**src/rtl/fifo_push_pop_gen.sv**
```systemverilog
// Push/pop strobe generator for a counted FIFO: grants requests against a shadow
// occupancy count, runs a hysteresis watermark FSM and cross-checks the FIFO counter.
module fifo_push_pop_gen #(
  parameter int unsigned MAXCOUNT = 16,
  parameter int unsigned CNT_W    = 32,
  parameter int unsigned HI_WM    = 12,
  parameter int unsigned LO_WM    = 4
) (
  input  logic             clk,
  input  logic             rst,
  input  logic             wr_req,
  input  logic             rd_req,
  input  logic [CNT_W-1:0] fifo_count,
  output logic             push,
  output logic             pop,
  output logic [CNT_W-1:0] shadow_count,
  output logic [1:0]       state,
  output logic             almost_full,
  output logic             wr_blocked,
  output logic             rd_blocked,
  output logic             sync_err
);

  typedef enum logic [1:0] {
    ST_EMPTY  = 2'd0,
    ST_ACTIVE = 2'd1,
    ST_HIGH   = 2'd2,
    ST_FULL   = 2'd3
  } state_e;

  localparam logic [CNT_W-1:0] MAX_C = CNT_W'(MAXCOUNT);
  localparam logic [CNT_W-1:0] HI_C  = CNT_W'(HI_WM);
  localparam logic [CNT_W-1:0] LO_C  = CNT_W'(LO_WM);

  state_e           state_q, state_d;
  logic [CNT_W-1:0] shadow_q, shadow_d;
  logic [CNT_W-1:0] shadow_d1_q;
  logic             push_q, pop_q;
  logic             wr_blk_q, rd_blk_q;
  logic             af_q, af_d;
  logic             armed_q;
  logic             sync_err_q, sync_err_d;
  logic             can_push, can_pop;
  logic             push_grant, pop_grant;

  // Grants: a concurrent read frees the slot, so a full FIFO still accepts a write
  always_comb begin
    can_push   = (shadow_q < MAX_C);
    can_pop    = (shadow_q != '0);
    pop_grant  = rd_req & can_pop;
    push_grant = wr_req & (can_push | pop_grant);
    shadow_d   = shadow_q + CNT_W'(push_grant) - CNT_W'(pop_grant);
  end

  // Watermark FSM next state, driven by the post-update count
  always_comb begin
    state_d = state_q;
    af_d    = 1'b0;
    if (shadow_d == '0) begin
      state_d = ST_EMPTY;
    end else if (shadow_d == MAX_C) begin
      state_d = ST_FULL;
    end else begin
      unique case (state_q)
        ST_EMPTY, ST_ACTIVE: state_d = (shadow_d >= HI_C) ? ST_HIGH : ST_ACTIVE;
        ST_HIGH:             state_d = (shadow_d <= LO_C) ? ST_ACTIVE : ST_HIGH;
        ST_FULL:             state_d = (shadow_d > LO_C) ? ST_HIGH : ST_ACTIVE;
        default:             state_d = ST_EMPTY;
      endcase
    end
    af_d = (state_d == ST_HIGH) || (state_d == ST_FULL);
  end

  // Counter lags shadow by one edge; check is armed one edge after reset drops
  always_comb begin
    sync_err_d = sync_err_q;
    if (armed_q && (fifo_count != shadow_d1_q)) begin
      sync_err_d = 1'b1;
    end
  end

  always_ff @(posedge clk) begin
    if (rst) begin
      state_q     <= ST_EMPTY;
      shadow_q    <= '0;
      shadow_d1_q <= '0;
      push_q      <= 1'b0;
      pop_q       <= 1'b0;
      wr_blk_q    <= 1'b0;
      rd_blk_q    <= 1'b0;
      af_q        <= 1'b0;
      armed_q     <= 1'b0;
      sync_err_q  <= 1'b0;
    end else begin
      state_q     <= state_d;
      shadow_q    <= shadow_d;
      shadow_d1_q <= shadow_q;
      push_q      <= push_grant;
      pop_q       <= pop_grant;
      wr_blk_q    <= wr_req & ~push_grant;
      rd_blk_q    <= rd_req & ~pop_grant;
      af_q        <= af_d;
      armed_q     <= 1'b1;
      sync_err_q  <= sync_err_d;
    end
  end

  assign push         = push_q;
  assign pop          = pop_q;
  assign shadow_count = shadow_q;
  assign state        = state_q;
  assign almost_full  = af_q;
  assign wr_blocked   = wr_blk_q;
  assign rd_blocked   = rd_blk_q;
  assign sync_err     = sync_err_q;

endmodule

```
**config.mk**
```make
export PLATFORM = sky130hd
export DESIGN_NAME = fifo_push_pop_gen
export DESIGN_NICKNAME = d
export VERILOG_FILES = /design/src/rtl/fifo_push_pop_gen.sv
export SDC_FILE = /design/constraint.sdc
export NUM_CORES = 1
export LEC_CHECK = 0
export CAP_MARGIN = 20
export CORE_MARGIN = 4
export CORE_UTILIZATION = 42
export DETAILED_ROUTE_END_ITERATION = 8
export PLACE_DENSITY = 0.65
export SYNTH_ARGS = -nofsm -noshare
export SYNTH_HDL_FRONTEND = slang
export SYNTH_SLANG_ARGS = --single-unit
```
**constraint.sdc**
```tcl
create_clock -name clk -period 8 [get_ports clk]
set_input_delay 1.6 -clock clk [delete_from_list [all_inputs] [get_ports clk]]
set_output_delay 1.6 -clock clk [all_outputs]
set_load 0.01 [all_outputs]
```
==> reports/qor.log, run 1 <==
INFO  place          dp_hpwl=11390um
INFO  clocking       post_cts_buffers=0
INFO  power_and_ir_drop comb_power_frac=0.722
INFO  min_path       hold_depth=2
INFO  power_and_ir_drop total_switching_power=1.525mW
INFO  detailed_routing vias_per_cell=5.403
INFO  clocking       clk_path_buf_depth=2
INFO  layout         final_stage_net_count=707
INFO  yosys          mappedNetlistArea=4643um^2
INFO  timing         report.final.slew_viol_count=0
INFO  floorplanning  die_area=12800um^2
INFO  power_and_ir_drop sequentialPowerShare=0.181
INFO  job            timing.max_cap.violations=0
INFO  detailed_routing antenna_violating_nets_post_route=0
INFO  power_and_ir_drop design_power_total=3.003mW
INFO  timing         maxSlewHeadroom=0.5633
INFO  timing         tightest_slew=655.1ps
INFO  min_path       holdCritPathClass=register to register
INFO  yosys          synth_top_area_frac=0.3147
INFO  yosys          synthCells=548
INFO  clocking       tritoncts_clock_tree=yes
INFO  timing         clock_skew=20.56ps
INFO  floorplanning  io_pins=76
INFO  power_and_ir_drop leakage=2.239nW
INFO  timing         finalCriticalPeriod=5402ps
INFO  yosys          yosys.cell_types.count=65
INFO  detailed_routing wl_per_cell=18.38um
INFO  timing         maxClockFrequency=185.1MHz
INFO  clocking       insertion_delay=370ps
INFO  clocking       cts_max_level=3
INFO  place          placement.io_buffers=75
INFO  worst_setup_path crit_type=input pin to register
INFO  yosys          yosys_most_used_dff=sky130_fd_sc_hd__dfxtp_1
INFO  floorplanning  core.rowCount=38
INFO  timing         setup_total_neg_slack=0ps
INFO  yosys          synth_sequential_area_ratio=0.3147
INFO  worst_setup_path crit_path_start_kind=input pin
INFO  power_and_ir_drop power.share.clock=0.096
INFO  worst_setup_path timing.critical_path.required=8210ps
INFO  worst_setup_path worst_ep_arrival=5610ps
INFO  worst_setup_path worst-path-max-fanout=4
INFO  floorplanning  die_y_extent=113.1um
INFO  global_routing grt_remaining_overflow=0
INFO  clocking       clkTransAtPathRegs=90ps
INFO  clocking       cts.root.buffer_cell=sky130_fd_sc_hd__clkbuf_8
INFO  yosys          synth_top_area_cell=sky130_fd_sc_hd__dfxtp_1
INFO  worst_setup_path worst-r2r-cell-count=19
INFO  floorplanning  floorplan.initialDensity=0.4283
INFO  worst_setup_path crit_chain=clkdlybuf4s50_1 > or2_2 > nand3_1 > nand2_1 > ha_1 > fa_1 > a21oi_1 > o221ai_1 > and4_4 > a211oi_4 > o21ai_1 > xor2_1 > or4_1 > nor4_2 > a41oi_1
INFO  yosys          syn_avg_cell_area=8.473um^2
INFO  yosys          synthArstFlopShare=0
INFO  detailed_routing wirelength=14130um
INFO  timing         finalHoldViolCount=0
INFO  layout         fillers=1050
INFO  clocking       cts.repair.resized=0
INFO  clocking       cts_hold_buffers=0
INFO  floorplanning  core_area=10840um^2
INFO  detailed_routing drt_first_iter_violations=231
INFO  power_and_ir_drop p_int=1.478mW
INFO  place          place_congestion=0.9195
INFO  global_routing grt_start_max_net_pins=62
INFO  yosys          synth_nets=631
INFO  detailed_routing detailroute.via_count=4155
INFO  worst_setup_path max_stage_delay=540ps
INFO  global_routing first_global_vias=4184
INFO  timing         rsz0062_at_grt=false
INFO  yosys          number_of_flip_flops_and_latches_in_the_synthesized_netlist=73
INFO  layout         post_route_cells_drive_above_1_share=0.05405
INFO  run_status     result_of_the_run=complete, no violations
INFO  detailed_routing drt_pre_antenna_iters=5
INFO  layout         layout-area-overhead-vs-synth=23.01%
INFO  power_and_ir_drop max-vdd-ir-drop=251.9uV
INFO  clocking       numClockSinks=73
INFO  worst_setup_path critPathCaptureType=register
INFO  power_and_ir_drop sw_frac_of_total=0.5078
INFO  detailed_routing post-route-drc-count=0
INFO  worst_setup_path critical-path-slowest-cell=sky130_fd_sc_hd__or4_1
INFO  yosys          synth.area.top_cells=sky130_fd_sc_hd__dfxtp_1, sky130_fd_sc_hd__ha_1, sky130_fd_sc_hd__xnor2_1
INFO  power_and_ir_drop p_per_area=525.8nW/um^2
INFO  global_routing grt.total_usage=0.2229
INFO  timing         fin_crit_sh=0.6753
INFO  floorplanning  die_x=113.1um
INFO  clocking       cts_buffers=9
INFO  global_routing antenna_found_initial=0
INFO  global_routing grt_pass1_wl=22250um
INFO  timing         finalSetupViolations=0
INFO  layout         antenna_cells=0
INFO  yosys          synth_edf_count=0
INFO  yosys          yosys_warnings=0
## cells in the mapped netlist, types with 3 or more instances
cell type / count
sky130_fd_sc_hd__nor2_1: 76
sky130_fd_sc_hd__dfxtp_1: 73
sky130_fd_sc_hd__xnor2_1: 53
sky130_fd_sc_hd__inv_1: 49
sky130_fd_sc_hd__ha_1: 46
sky130_fd_sc_hd__a21oi_1: 31
sky130_fd_sc_hd__nand2_1: 18
sky130_fd_sc_hd__nand2b_1: 18
sky130_fd_sc_hd__o21ai_0: 17
sky130_fd_sc_hd__nand4_1: 15
sky130_fd_sc_hd__and2_1: 11
sky130_fd_sc_hd__nor2b_1: 10
sky130_fd_sc_hd__clkbuf_1: 8
sky130_fd_sc_hd__nand3_1: 8
sky130_fd_sc_hd__o21bai_1: 8
sky130_fd_sc_hd__a21o_1: 7
sky130_fd_sc_hd__nand4bb_1: 7
sky130_fd_sc_hd__nor3_1: 6
sky130_fd_sc_hd__nor4_1: 6
sky130_fd_sc_hd__a31oi_1: 5
sky130_fd_sc_hd__xor2_1: 5
sky130_fd_sc_hd__a211oi_1: 4
sky130_fd_sc_hd__o2111ai_1: 4
sky130_fd_sc_hd__o31ai_1: 4
sky130_fd_sc_hd__or3_1: 4
sky130_fd_sc_hd__a41oi_1: 3
sky130_fd_sc_hd__o21ai_1: 3
sky130_fd_sc_hd__o221ai_1: 3
sky130_fd_sc_hd__or2_2: 3
## power by group through the flow
stage | logic [mW] | registers, mW | clock network (mW)
finish | 2.17 | 0.545 | 0.290
global route | 2.36 | 0.561 | 0.310
CTS | 2.15 | 0.547 | 0.294
detailed placement | 2.13 | 0.556 | 0
global placement | 2.15 | 0.552 | 0
floorplan | 1.48 | 0.571 | 0
## layer usage
| metal | vias up | wire length [um] | GRT usage |
|---|---|---|---|
| li1 | 2049 | - | - |
| met5 | - | 0 | 0 |
| met2 | 133 | 6373 | 0.3551 |
| met1 | 1951 | 6653 | 0.3075 |
| met4 | 0 | 335 | 0.06971 |
| met3 | 22 | 772 | 0.03850 |
## through the flow
stage | setup slack, ps | cells | cell area [um^2] | hold slack (ps) | utilization
6_report | 2598 | 769 | 5712 | 485.2 | 0.5269
5_1_grt | 2436 | 769 | 5712 | 503.1 | 0.5269
4_1_cts | 2583 | 769 | 5712 | 485.7 | 0.5269
3_5_place_dp | 2197 | 753 | 5528 | 465.5 | 0.5099
3_3_place_gp | 2406 | 753 | 5528 | 445.4 | 0.5099
2_1_floorplan | 3252 | 548 | 4643 | 433.3 | -
## worst max-delay path, delay by kind of cell
kind / cells / cell delay, ps
AND/OR/NAND/NOR: 6 / 1630
AO/OA/AOI/OAI: 5 / 1160
adder cells (fa/ha/maj): 2 / 620
buffers and inverters: 1 / 430
XOR/XNOR: 1 / 170
## placed cells by master (no fill, tap or decap), types with 8 or more instances in the layout
cell type	netlist	routed
sky130_fd_sc_hd__nand2_1	18	18
sky130_fd_sc_hd__nor2_1	76	76
sky130_fd_sc_hd__o21ai_0	17	17
sky130_fd_sc_hd__inv_1	49	49
sky130_fd_sc_hd__nand4_1	15	15
sky130_fd_sc_hd__and2_1	11	11
sky130_fd_sc_hd__nand2b_1	18	18
sky130_fd_sc_hd__o21bai_1	8	8
sky130_fd_sc_hd__a21oi_1	31	31
sky130_fd_sc_hd__nor2b_1	10	10
sky130_fd_sc_hd__clkdlybuf4s50_1	0	74
sky130_fd_sc_hd__dfxtp_1	73	73
sky130_fd_sc_hd__clkbuf_8	0	9
sky130_fd_sc_hd__nand3_1	8	8
sky130_fd_sc_hd__ha_1	46	46
sky130_fd_sc_hd__xnor2_1	53	53
## kinds of logic after synthesis
family / after synthesis / share of synthesized area
AND/OR/NAND/NOR: 198 / 0.2290
AO/OA/AOI/OAI: 111 / 0.1673
flip-flops: 73 / 0.3147
buffers and inverters: 60 / 0.04904
XOR/XNOR: 58 / 0.1094
adder cells (fa/ha/maj): 47 / 0.1283
multiplexers: 1 / 0.002156
## worst paths after layout
check,slack [ps],end,from
worst max-delay path,2600,almost_full,rd_req
worst min-delay path,490,sync_err,armed_q
worst max register to register,2920,almost_full,shadow_count[29]
worst min register to register,490,sync_err,armed_q
## layout make-up
| class | count | area, um^2 | area share |
|---|---|---|---|
| Inverter | 49 | 183.9 | 0.03220 |
| Timing Repair Buffer | 76 | 753.2 | 0.1319 |
| Clock buffer | 9 | 123.9 | 0.02169 |
| Multi-Input combinational cell | 415 | 2954 | 0.5172 |
| Clock inverter | 7 | 60.06 | 0.01051 |
| Sequential cell | 73 | 1461 | 0.2559 |
| Tap cell | 140 | 175.2 | 0.03067 |
Note: power is estimated with default switching activity, not from simulation.
==> run 2: changes to the inputs <==
==> constraint.sdc (replaced) <==
create_clock -name clk -period 5.4 [get_ports clk]
set_input_delay 1.08 -clock clk [delete_from_list [all_inputs] [get_ports clk]]
set_output_delay 1.08 -clock clk [all_outputs]
set_load 0.01 [all_outputs]
==> reports/qor.log, run 2 (synthesized netlist as in run 1, its figures left out) <==
INFO  place          dp_hpwl=11040um [-3.1%]
INFO  min_path       hold_startpoint=armed_q
INFO  detailed_routing wirelength=13690um [-3.2%]
INFO  worst_setup_path worst-r2r-cell-count=19 [unchanged]
INFO  detailed_routing highest_layer=met4
INFO  detailed_routing detailroute.via_count=4152 [-0.072%]
INFO  detailed_routing drt_pre_antenna_iters=5 [unchanged]
INFO  detailed_routing wl_met2=6134um [-3.8%]
INFO  power_and_ir_drop max-vdd-ir-drop=378.1uV [+50%]
INFO  layout         finalNonFillerCells=769 [unchanged]
INFO  detailed_routing drt_first_iter_violations=232 [+0.43%]
INFO  timing         setup_total_neg_slack=0ps [unchanged]
INFO  layout         layout-area-overhead-vs-synth=23.01% [unchanged]
INFO  worst_setup_path reg2reg_slack=390ps [-2530 ps]
INFO  detailed_routing length_of_routed_wiring_on_met1=6513um [-2.1%]
INFO  clocking       cts_hold_buffers=0 [unchanged]
INFO  global_routing antenna_found_initial=0 [unchanged]
INFO  global_routing grt_start_max_net_pins=62 [unchanged]
INFO  power_and_ir_drop leakage=2.239nW [unchanged]
INFO  clocking       cts_buffers=9 [unchanged]
INFO  job            timing.max_cap.violations=0 [unchanged]
INFO  worst_setup_path crit_type=register to register
INFO  layout         most-common-layout-cells=sky130_fd_sc_hd__nor2_1, sky130_fd_sc_hd__clkdlybuf4s50_1, sky130_fd_sc_hd__dfxtp_1
INFO  detailed_routing met3_length=799um [+3.5%]
INFO  floorplanning  die_area=12800um^2 [unchanged]
INFO  worst_setup_path worst_ep_arrival=5210ps [-400 ps]
INFO  layout         design_area=5712um^2 [unchanged]
INFO  clocking       cts.root.buffer_cell=sky130_fd_sc_hd__clkbuf_8
INFO  floorplanning  floorplan.initialDensity=0.4283 [unchanged]
INFO  min_path       hold_depth=2 [unchanged]
INFO  run_status     result_of_the_run=complete, no violations
INFO  clocking       cts_max_level=3 [unchanged]
INFO  power_and_ir_drop design_power_total=4.426mW [+47%]
INFO  place          post-place-cells=753 [unchanged]
INFO  global_routing grt_remaining_overflow=0 [unchanged]
INFO  global_routing grt_pass1_wl=21620um [-2.9%]
INFO  layout         mostFrequentLayoutCell=sky130_fd_sc_hd__nor2_1
INFO  detailed_routing vias_per_cell=5.399 [about the same]
INFO  timing         setup_slack=391.2ps [-2206 ps]
INFO  worst_setup_path crit_path_start_kind=register
INFO  place          place_area=5528um^2 [unchanged]
INFO  clocking       numClockSinks=73 [unchanged]
INFO  floorplanning  core_area=10840um^2 [unchanged]
INFO  floorplanning  die_x=113.1um [unchanged]
INFO  global_routing grt.total_usage=0.2145 [-0.008370]
INFO  clocking       cts.repair.resized=0 [unchanged]
INFO  timing         whs=469.7ps [-15.48 ps]
INFO  timing         clock_skew=16.49ps [-4.071 ps]
INFO  clocking       clkTransAtPathRegs=90ps [about the same]
INFO  timing         maxClockFrequency=199.6MHz
INFO  timing         tightest_slew=661.3ps [+6.266 ps]
INFO  timing         report.final.slew_viol_count=0 [unchanged]
INFO  floorplanning  io_pins=76 [unchanged]
INFO  timing         finalSetupViolations=0 [unchanged]
INFO  timing         maxSlewHeadroom=0.5591 [-0.004177]
INFO  floorplanning  core.rowCount=38 [unchanged]
INFO  clocking       post_cts_buffers=0 [unchanged]
INFO  worst_setup_path crit-reg2reg-launch=shadow_count[29]
INFO  detailed_routing post-route-drc-count=0 [unchanged]
INFO  timing         finalCriticalPeriod=5009ps
INFO  clocking       insertion_delay=350ps [-20 ps]
INFO  worst_setup_path worst-path-max-fanout=4 [unchanged]
INFO  detailed_routing antenna_violating_nets_post_route=0 [unchanged]
INFO  worst_setup_path critical_path.reg2reg.endpoint=state[1]
INFO  layout         final_stage_net_count=707 [unchanged]
INFO  timing         finalHoldViolCount=0 [unchanged]
INFO  min_path       holdCritPathClass=register to register
INFO  worst_setup_path timing.critical_path.required=5600ps [-2610 ps]
INFO  clocking       clk_path_buf_depth=2 [unchanged]
INFO  global_routing first_global_vias=4094 [-2.2%]
INFO  worst_setup_path critPathCaptureType=register
INFO  timing         rsz0062_at_grt=false
INFO  power_and_ir_drop p_per_area=775.0nW/um^2 [+47%]
INFO  clocking       tritoncts_clock_tree=yes
INFO  detailed_routing wl_per_cell=17.80um [-3.2%]
INFO  place          placement.io_buffers=75 [unchanged]
INFO  layout         utilization=0.5269 [unchanged]
INFO  place          place_ws=195.9ps [-2001 ps]
INFO  timing         fin_crit_sh=0.9276
INFO  layout         antenna_cells=0 [unchanged]
INFO  layout         post_route_cells_drive_above_1_share=0.05405 [unchanged]
INFO  floorplanning  die_y_extent=113.1um [unchanged]
INFO  place          place_congestion=0.9054 [-1.5%]
INFO  min_path       worstHoldEndpoint=sync_err
[run 2: worst max path at each step]
stage,from,to,slack [ps],cells past startpoint
CTS,shadow_count[23],state[1],380,19
global placement,rd_req,almost_full,310,15
floorplan,rd_req,almost_full,1170,14
finish,shadow_count[29],state[1],390,19
global route,shadow_count[26],almost_full,80,19
detailed placement,rd_req,state[1],200,15
[run 2: final cells by class]
class	count	area [um^2]
tap	140	175.2
clock inverter	7	60.06
timing repair buffer	76	753.2
multi-input combinational	415	2954
clock buffer	9	123.9
sequential	73	1461
inverter	49	183.9
fill	1051	5129
[run 2: where the power goes]
| part | switching (mW) | internal, mW |
|---|---|---|
| Sequential | 0.101 | 0.703 |
| Clock | 0.244 | 0.175 |
| Combinational | 1.89 | 1.31 |
[run 2: worst max-delay path, cell delays in order (launching register included)]
cell                       delay [ps]
sky130_fd_sc_hd__dfxtp_1          350
sky130_fd_sc_hd__inv_1            210
sky130_fd_sc_hd__ha_1             190
sky130_fd_sc_hd__nand4_1          120
sky130_fd_sc_hd__nor4_1           400
sky130_fd_sc_hd__nand3_1          180
sky130_fd_sc_hd__nand2_1          140
sky130_fd_sc_hd__or2_2            160
sky130_fd_sc_hd__nand2_1           60
sky130_fd_sc_hd__ha_1             210
sky130_fd_sc_hd__fa_1             400
sky130_fd_sc_hd__a21oi_1          260
sky130_fd_sc_hd__o221ai_1         250
sky130_fd_sc_hd__and4_4           240
sky130_fd_sc_hd__a211oi_4         290
sky130_fd_sc_hd__o21ai_1          110
sky130_fd_sc_hd__xor2_1           160
sky130_fd_sc_hd__or4_1            540
sky130_fd_sc_hd__nor4_2           400
sky130_fd_sc_hd__a41oi_1          190
[run 2: layer usage]
metal	GRT usage	up-vias
met5	0	-
li1	-	2059
met2	0.3432	142
met1	0.2978	1937
met4	0.05529	0
met3	0.04011	14
==> run 3: changes to the inputs <==
--- a/config.mk
+++ b/config.mk
@@ -10,6 +10,7 @@
 export CORE_UTILIZATION = 42
 export DETAILED_ROUTE_END_ITERATION = 8
 export PLACE_DENSITY = 0.65
+export SKIP_CTS_REPAIR_TIMING = 1
 export SYNTH_ARGS = -nofsm -noshare
 export SYNTH_HDL_FRONTEND = slang
 export SYNTH_SLANG_ARGS = --single-unit
==> results of run 3 <==
The final DEF is identical to that of run 2; final timing and power are the same.
